<file path="src/rtl/pak_loader_pkg.sv">
// Shared types and constants for the pak image loader.
// State encoding, pak window size and header geometry.
package pak_loader_pkg;

  typedef enum logic [1:0] {
    ST_IDLE = 2'd0,
    ST_HDR  = 2'd1,
    ST_DATA = 2'd2,
    ST_LAST = 2'd3
  } state_e;

  localparam logic [31:0] MAX_BYTES_DEF = 32'h0200_0000;
  localparam int unsigned HDR_BYTES     = 4;
  localparam int unsigned ADDR_W        = 23;

  // Little-endian accumulate: newest byte enters at the top and migrates down.
  function automatic logic [31:0] le_shift_in(input logic [31:0] acc, input logic [7:0] b);
    return {b, acc[31:8]};
  endfunction

endpackage

</file>
<file path="src/rtl/pak_loader_byte_packer.sv">
// Packs a byte stream little-endian into 32-bit words; a strobe fires one cycle after
// the 4th byte (or a flushed partial word, zero-padded high). No backpressure.
module byte_packer
  import pak_loader_pkg::*;
(
  input  logic        clk,
  input  logic        rst,
  input  logic        clear,
  input  logic        byte_vld,
  input  logic [7:0]  byte_dat,
  input  logic        flush,
  output logic        word_vld,
  output logic [31:0] word_dat
);

  logic [31:0] sr_q;
  logic [1:0]  lane_q;
  logic [31:0] shifted;
  logic [31:0] aligned;
  logic        emit;

  // A partial word sits in the top lanes of the shifter; shift it down so byte 0 lands at [7:0].
  always_comb begin
    shifted = le_shift_in(sr_q, byte_dat);
    aligned = shifted >> {(2'd3 - lane_q), 3'b000};
    emit    = byte_vld && ((lane_q == 2'd3) || flush);
  end

  always_ff @(posedge clk) begin
    if (rst || clear) begin
      sr_q   <= '0;
      lane_q <= '0;
    end else if (byte_vld) begin
      if (emit) begin
        sr_q   <= '0;
        lane_q <= '0;
      end else begin
        sr_q   <= shifted;
        lane_q <= lane_q + 2'd1;
      end
    end
  end

  always_ff @(posedge clk) begin
    if (rst) begin
      word_vld <= 1'b0;
      word_dat <= '0;
    end else begin
      word_vld <= emit;
      if (emit) begin
        word_dat <= aligned;
      end
    end
  end

endmodule

</file>
<file path="src/rtl/pak_loader.sv">
// Loads a length-prefixed byte image into pak memory as 32-bit word writes.
// Write lands one cycle after its last byte; rx has no backpressure, extra bytes are dropped.
module pak_loader
  import pak_loader_pkg::*;
#(
  parameter logic [31:0] MAX_BYTES = MAX_BYTES_DEF
) (
  input  logic                clk,
  input  logic                rst,
  input  logic                start,
  input  logic                rx_valid,
  input  logic [7:0]          rx_data,
  output logic                rpg,
  output logic [ADDR_W-1:0]   rpg_addr,
  output logic [31:0]         rpg_data,
  output logic                rpg_write,
  output logic                busy,
  output logic                done,
  output logic                err
);

  state_e            state_q;
  state_e            state_d;
  logic [31:0]       len_q;
  logic [31:0]       cnt_q;
  logic [1:0]        hdr_idx_q;
  logic [ADDR_W-1:0] addr_q;
  logic              done_q;
  logic              err_q;

  logic [31:0]       len_full;
  logic              hdr_acc;
  logic              hdr_done;
  logic              len_bad;
  logic              len_zero;
  logic              pay_acc;
  logic              pay_last;
  logic              clear;
  logic              done_d;
  logic              err_d;

  always_comb begin
    len_full = le_shift_in(len_q, rx_data);
    hdr_acc  = (state_q == ST_HDR) && rx_valid;
    hdr_done = hdr_acc && (hdr_idx_q == 2'(HDR_BYTES - 1));
    len_bad  = len_full > MAX_BYTES;
    len_zero = len_full == 32'd0;
    pay_acc  = (state_q == ST_DATA) && rx_valid;
    // LEN never exceeds MAX_BYTES, so cnt_q + 1 cannot wrap here.
    pay_last = pay_acc && ((cnt_q + 32'd1) == len_q);
  end

  always_ff @(posedge clk) begin
    if (rst) begin
      state_q <= ST_IDLE;
    end else begin
      state_q <= state_d;
    end
  end

  always_comb begin
    state_d = state_q;
    case (state_q)
      ST_IDLE: if (start)    state_d = ST_HDR;
      ST_HDR:  if (hdr_done) state_d = (len_bad || len_zero) ? ST_IDLE : ST_DATA;
      ST_DATA: if (pay_last) state_d = ST_LAST;
      ST_LAST:               state_d = ST_IDLE;
      default:               state_d = ST_IDLE;
    endcase
  end

  always_comb begin
    busy   = state_q != ST_IDLE;
    rpg    = state_q != ST_IDLE;
    clear  = (state_q == ST_IDLE) && start;
    err_d  = hdr_done && len_bad;
    done_d = (hdr_done && !len_bad && len_zero) || (state_q == ST_LAST);
  end

  always_ff @(posedge clk) begin
    if (rst) begin
      len_q     <= '0;
      cnt_q     <= '0;
      hdr_idx_q <= '0;
      addr_q    <= '0;
      done_q    <= 1'b0;
      err_q     <= 1'b0;
    end else begin
      done_q <= done_d;
      err_q  <= err_d;
      if (clear) begin
        len_q     <= '0;
        cnt_q     <= '0;
        hdr_idx_q <= '0;
        addr_q    <= '0;
      end else begin
        if (hdr_acc) begin
          len_q     <= len_full;
          hdr_idx_q <= hdr_idx_q + 2'd1;
        end
        if (pay_acc) begin
          cnt_q <= cnt_q + 32'd1;
        end
        if (rpg_write) begin
          addr_q <= addr_q + 1'b1;
        end
      end
    end
  end

  byte_packer u_packer (
    .clk      (clk),
    .rst      (rst),
    .clear    (clear),
    .byte_vld (pay_acc),
    .byte_dat (rx_data),
    .flush    (pay_last),
    .word_vld (rpg_write),
    .word_dat (rpg_data)
  );

  assign rpg_addr = addr_q;
  assign done     = done_q;
  assign err      = err_q;

endmodule

</file>
<file path="config.mk">
export PLATFORM = sky130hd
export DESIGN_NAME = pak_loader
export DESIGN_NICKNAME = d
export VERILOG_FILES = /design/src/rtl/pak_loader_pkg.sv /design/src/rtl/pak_loader_byte_packer.sv /design/src/rtl/pak_loader.sv
export SDC_FILE = /design/constraint.sdc
export NUM_CORES = 1
export LEC_CHECK = 0
export CORE_ASPECT_RATIO = 1.75
export CORE_MARGIN = 2
export CORE_UTILIZATION = 55
export CTS_CLUSTER_SIZE = 24
export DETAILED_ROUTE_END_ITERATION = 8
export PLACE_DENSITY = 0.77
export SETUP_SLACK_MARGIN = 0.1
export SKIP_LAST_GASP = 1
export SLEW_MARGIN = 20
export SYNTH_ARGS = -nofsm -noshare
export SYNTH_HDL_FRONTEND = slang
export SYNTH_HIERARCHICAL = 1
export SYNTH_SLANG_ARGS = --single-unit
export TNS_END_PERCENT = 5
</file>
<file path="constraint.sdc">
create_clock -name clk -period 4.5 [get_ports clk]
set_clock_uncertainty 0.2 [all_clocks]
set_input_delay 1.35 -clock clk [delete_from_list [all_inputs] [get_ports clk]]
set_output_delay 1.35 -clock clk [all_outputs]
set_load 0.01 [all_outputs]
</file>
=== Word level (Yosys, flattened, before mapping) ===
Index checks and enable logic that the tools add are counted.

* Bits of input ports: 12
* Logic and storage cells: 53
* Output and inout port bits: 60
* Register bits after elaboration: 160

* Shift-type cells: 1
* Reduce and logical (&&, ||, !) cells: 19
* Add/sub/neg operators: 5
* Magnitude comparators: 1
* Equality and inequality tests: 9
* Mux-type cells: 7

{| class="wikitable"
|+ Operators with widths
! cell !! count
|-
| $add 32x1->32 const B || 1
|-
| $eq 32x32->1 || 1
|-
| $gt 32x26->1 const B || 1
|-
| $logic_not 32->1 || 1
|-
| $mux 32 || 1
|-
| $shr 32x5->32 || 1
|-
| $add 23x1->23 const B || 1
|-
| $mux 2 || 5
|-
| $logic_and 1x1->1 || 9
|-
| $eq 2x2->1 const B || 4
|-
| $pmux 2 s4 || 1
|-
| $add 2x1->2 const B || 2
|-
| $logic_or 1x1->1 || 4
|-
| $ne 2x2->1 const B || 2
|-
| $reduce_and 3->1 || 1
|-
| $eq 2x1->1 const B || 1
|-
| $logic_not 2->1 || 1
|-
| $ne 2x1->1 const B || 1
|-
| $reduce_bool 2->1 || 1
|-
| $reduce_or 2->1 || 1
|-
| $sub 2x2->2 const A || 1
|-
| $logic_not 1->1 || 1
|}

=== Longest topological paths before layout ===
* Depth after elaboration: 6
* Depth in mapped cells: 13
* Depth with buffers taken out: 11

=== Cells and area by module ===
Netlist, hierarchy kept.

{| class="wikitable"
|+ By module, submodules not included
! module !! times used !! cells each !! sequential area each (µm²) !! area each (µm²)
|-
| pak_loader || 1 || 606 || 1861.8 || 4759.6
|-
| byte_packer || 1 || 283 || 1181.1 || 2657.5
|}

=== Least setup slack after synthesis ===
Ideal clock, no wire load.

* Path type: input-to-reg
* Start point: input port rx_valid
* End point: register u_packer.word_dat[14]
* Setup slack: 0.943 ns
* Required time: 4.168 ns
* Setup time: 0.132 ns
* Arrival: 3.225 ns
* Path buffers: 2
* Cell stages on the path: 12
* Cell sequence: inv_1 > or2_1 > clkbuf_1 > nor4_1 > o2111ai_1 > nor4_1 > nand4_2 > inv_1 > o21ai_2 > buf_2 > a221oi_1 > nor3_1

* Longest elaborated chain between the ends: 4

{| class="wikitable"
|+ RTL lines
! element !! line !! RTL
|-
| start, declared || pak_loader.sv:11 || <nowiki>input logic rx_valid,</nowiki>
|-
| $logic_and 1x1->1 || pak_loader.sv:48 || <nowiki>pay_acc = (state_q == ST_DATA) && rx_valid;</nowiki>
|-
| $logic_and 1x1->1 || pak_loader.sv:50 || <nowiki>pay_last = pay_acc && ((cnt_q + 32'd1) == len_q);</nowiki>
|-
| via pay_last || pak_loader.sv:37 || <nowiki>logic pay_last;</nowiki>
|-
| $logic_or 1x1->1 || pak_loader_byte_packer.sv:26 || <nowiki>emit = byte_vld && ((lane_q == 2'd3) || flush);</nowiki>
|-
| $logic_and 1x1->1 || pak_loader_byte_packer.sv:26 ||
|-
| end signal, assigned || pak_loader_byte_packer.sv:51 || <nowiki>word_dat <= aligned;</nowiki>
|-
| end, declared || pak_loader_byte_packer.sv:13 || <nowiki>output logic [31:0] word_dat</nowiki>
|}

The timed path passes the listed nets, and every way through them passes these cells.
A chain may end at the register's enable or synchronous reset.

=== Final worst setup path ===
* Start point: register cnt_q[0]
* End point: register u_packer.word_dat[28]

* Longest elaborated chain between the ends: 5

{| class="wikitable"
|+ RTL lines
! element !! line !! RTL
|-
| start, declared || pak_loader.sv:25 || <nowiki>logic [31:0] cnt_q;</nowiki>
|-
| start signal, assigned || pak_loader.sv:102 || <nowiki>cnt_q <= cnt_q + 32'd1;</nowiki>
|-
| $add 32x1->32 || pak_loader.sv:50 ||
|-
| $eq 32x32->1 || pak_loader.sv:50 ||
|-
| $logic_and 1x1->1 || pak_loader.sv:50 ||
|-
| via pay_last || pak_loader.sv:37 ||
|-
| $logic_or 1x1->1 || pak_loader_byte_packer.sv:26 ||
|-
| $logic_and 1x1->1 || pak_loader_byte_packer.sv:26 ||
|}

The timed path passes the listed nets, and every way through them passes these cells.

==> impl_metrics.csv <==
group,metric,value,unit
clock_tree,htree_num_levels,4,
global_route,grt_pass1_vias,6208,
place,portBuffers,71,
yosys,yosys.area.top_type,"dfxtp_1",
floorplanning,initial_core_util,55.71,%
timing,finalHoldViolCount,0,
critical_path,cp-end-kind,"register",
timing,max_freq,250.9,MHz
timing,timing.final.crit_share,88.56,%
critical_path,crit_path_max_incr_delay,0.66,ns
power_and_ir_drop,power_density,325.3,nW/um2
global_route,grt_pass1_wl,30.05,mm
critical_path,cp_slowest_cell,"or4_1",
route,drc_errors,0,
floorplanning,fp.dieH,157.6,um
clock_tree,clock_sinks,152,
run_status,status,"finished, final reports clean",
global_route,grt_overflow,0,
yosys,synthDistinctLibCells,57,
floorplanning,row_count,56,
place,place_inst,1095,
finish,fin_nets,956,
global_route,antenna_found_initial,0,
floorplanning,core_area,13310,um2
run,maxCapViolations,0,
clock_tree,clockBufferDepth,2,
critical_path,critical_path_class,"register to register",
finish,layout.cells.non_filler,1127,
global_route,grtUsageTotal,26.00,%
yosys,yosys_warnings,6,
finish,drive_gt1_share,8.499,%
yosys,synth.area.top_cells,"dfxtp_1 41%, nand2_1 7.1%, a21oi_1 6.1%",
route,vias,6553,
place,hpwl,13.10,mm
clock_tree,cts_setup_buffers,0,
clock_tree,cts_root_buffer,"clkbuf_16",
yosys,synth_edf_count,0,
clock_tree,path_clk_slew,0.07,ns
worst_hold_path,hold-path-cell-count,2,
timing,finalSetupViolCount,0,
worst_hold_path,hp-class,"register to register",
route,drtPass1Iterations,5,
critical_path,worstPathArrival,4.07,ns
clock_tree,ctsHoldBuffers,0,
timing,worst_pin_slew,0.8361,ns
finish,diodes,0,
finish,fill_cells,1131,
floorplanning,io_pins,72,
critical_path,cp_max_fo,18,
yosys,synth_fp_nets,905,
power_and_ir_drop,ir_drop,255.2,uV
finish,final_cell_mix,"152 x dfxtp_1, 141 x nand2_1, 109 x nor2_1",
place,gp_congestion,0.9411,
critical_path,cp_num_buf_inv,3,
route,drt.antenna.violating_nets,0,
clock_tree,cts_buffers,17,
clock_tree,insertion_delay,0.42,ns
timing,rsz0062_at_grt,"no",
route,wl_met1,7.022,mm
route,met3_length,779,um
yosys,async_flop_share,0,%
yosys,netlist_instances,889,
critical_path,cp-start-kind,"register",
critical_path,reg2reg_depth,13,
route,drt-total-wl,18.79,mm
finish,syn_to_final_growth,18.69,%
yosys,synth-main-ff-cell,"dfxtp_1",
floorplanning,die_w,91.79,um
power_and_ir_drop,p_leak,2.995,nW
finish,final_common_cell,"dfxtp_1",
timing,slew_violations,0,
route,routed.top_layer,"met4",
critical_path,crit_chain,"ha_1, nand3_1, or4_1, nor3_1, buf_4, a21oi_1, a2111oi_4, nand4_2, inv_1, o21ai_2, buf_4, nand2_1, a21oi_1",
clock_tree,cts_resized,0,
yosys,avgSynthCellArea,8.343,um2
timing,period_needed,3.985,ns
yosys,synth-seq-cells,152,
timing,relSlewSlack,44.20,%
critical_path,cp.depth,13,
global_route,grt_start_max_net_pins,90,
route,met2_length,10.05,mm
critical_path,cp_top_family,"simple AND/OR/NAND/NOR gates",
route,wl_per_cell,16.67,um
critical_path,required,4.59,ns
route,drt_iter0_drc,409,
yosys,synth_top_area_share,41.03,%
yosys,synth_area,7417,um2
clock_tree,cts_tree,"done",
route,vias_per_cell,5.815,
floorplanning,dieArea,14470,um2
yosys,yosysSeqAreaShare,41.03,%
timing,fin_tns_setup,0,ns
cell families (layout without fill, tap and decap cells):
group                      Yosys count  after routing  synth area share, %
AOI/OAI and AO/OA                  134            134                10.93
xor gates and xnor gates            87             87                10.27
adders and majority gates            4              4               0.6748
buffers and inverters               67            131                4.403
DFF                                152            152                41.03
muxes                               34             34                6.815
and+or+nand+nor                    411            411                25.88
layer usage:
| layer | GRT usage, % | vias to the layer above |
|---|---|---|
| met4 | 15.71 | 0 |
| met1 | 27.62 | 3128 |
| met3 | 4.046 | 73 |
| li1 | - | 3155 |
| met5 | 0 | - |
| met2 | 47.86 | 197 |
sequential cells by signal (all words and copies together), names as in the netlist, named ones only:
| signal | count |
|---|---|
| cnt_q | 32 |
| len_q | 32 |
| u_packer/word_dat | 32 |
| u_packer/sr_q | 24 |
| rpg_addr | 23 |
| hdr_idx_q | 2 |
| u_packer/lane_q | 2 |
| done | 1 |
| err | 1 |
| state_q | 1 |
| u_packer/word_vld | 1 |
metrics by stage:
step | util [%] | total power, mW | instance area, um2 | worst slack (ns) | hold WS [ns]
6_report | 66.13 | 2.863 | 8803 | 0.5149 | 0.2504
5_1_grt | 66.13 | 2.946 | 8803 | 0.2312 | 0.2691
4_1_cts | 66.13 | 2.879 | 8803 | 0.5174 | 0.2543
3_5_place_dp | 61.78 | 1.487 | 8224 | 0.1510 | 0.2424
2_1_floorplan | - | 1.444 | 7417 | 0.9429 | 0.2400
3_3_place_gp | 61.78 | 1.487 | 8224 | 0.2527 | 0.2417
synth_stat cells (10+ instances only):
cell type  instances
xnor2_1           44
nor3_1            22
nor2b_1           22
mux2i_1           10
dfxtp_1          152
nor2_1           109
nand3_1           38
and3_1            11
xor2_1            43
a21oi_1           91
nand4_1           17
nand2_1          141
nor4_1            15
buf_2             15
clkbuf_1          30
area by class of cell:
cell class	count	area (um2)	area share, %
tap	174	217.7	2.473
timing repair buffer	91	885.9	10.06
inverter	8	30.03	0.3411
multi-input combinational	670	4048	45.98
sequential	152	3043	34.57
clock inverter	13	136.4	1.549
clock buffer	19	442.9	5.031
path summary, 6_finish.rpt:
kind	start	to	slack (ns)
max	cnt_q[0]	u_packer/word_dat[28]	0.51
max reg2reg	cnt_q[0]	u_packer/word_dat[28]	0.51
min reg2reg	u_packer/word_dat[30]	u_packer/word_dat[30]	0.25
min	u_packer/word_dat[30]	u_packer/word_dat[30]	0.25
worst reg2reg max path, delay by kind of cell, from the launching register on:
| family | cells | cell delay [ns] |
|---|---|---|
| AO/OA/AOI/OAI | 4 | 0.72 |
| adder cells (fa/ha/maj) | 1 | 0.41 |
| buffers and inverters | 3 | 0.64 |
| flip-flops | 1 | 0.51 |
| AND/OR/NAND/NOR | 5 | 1.38 |
power by group:
part	internal, mW	total, mW	switching, mW	leakage, nW
clock	0.793	1.41	0.612	0.275
combinational	0.0362	0.106	0.0693	1.50
sequential	1.35	1.35	0.00426	1.22
Note: power is estimated with default switching activity, not from simulation.
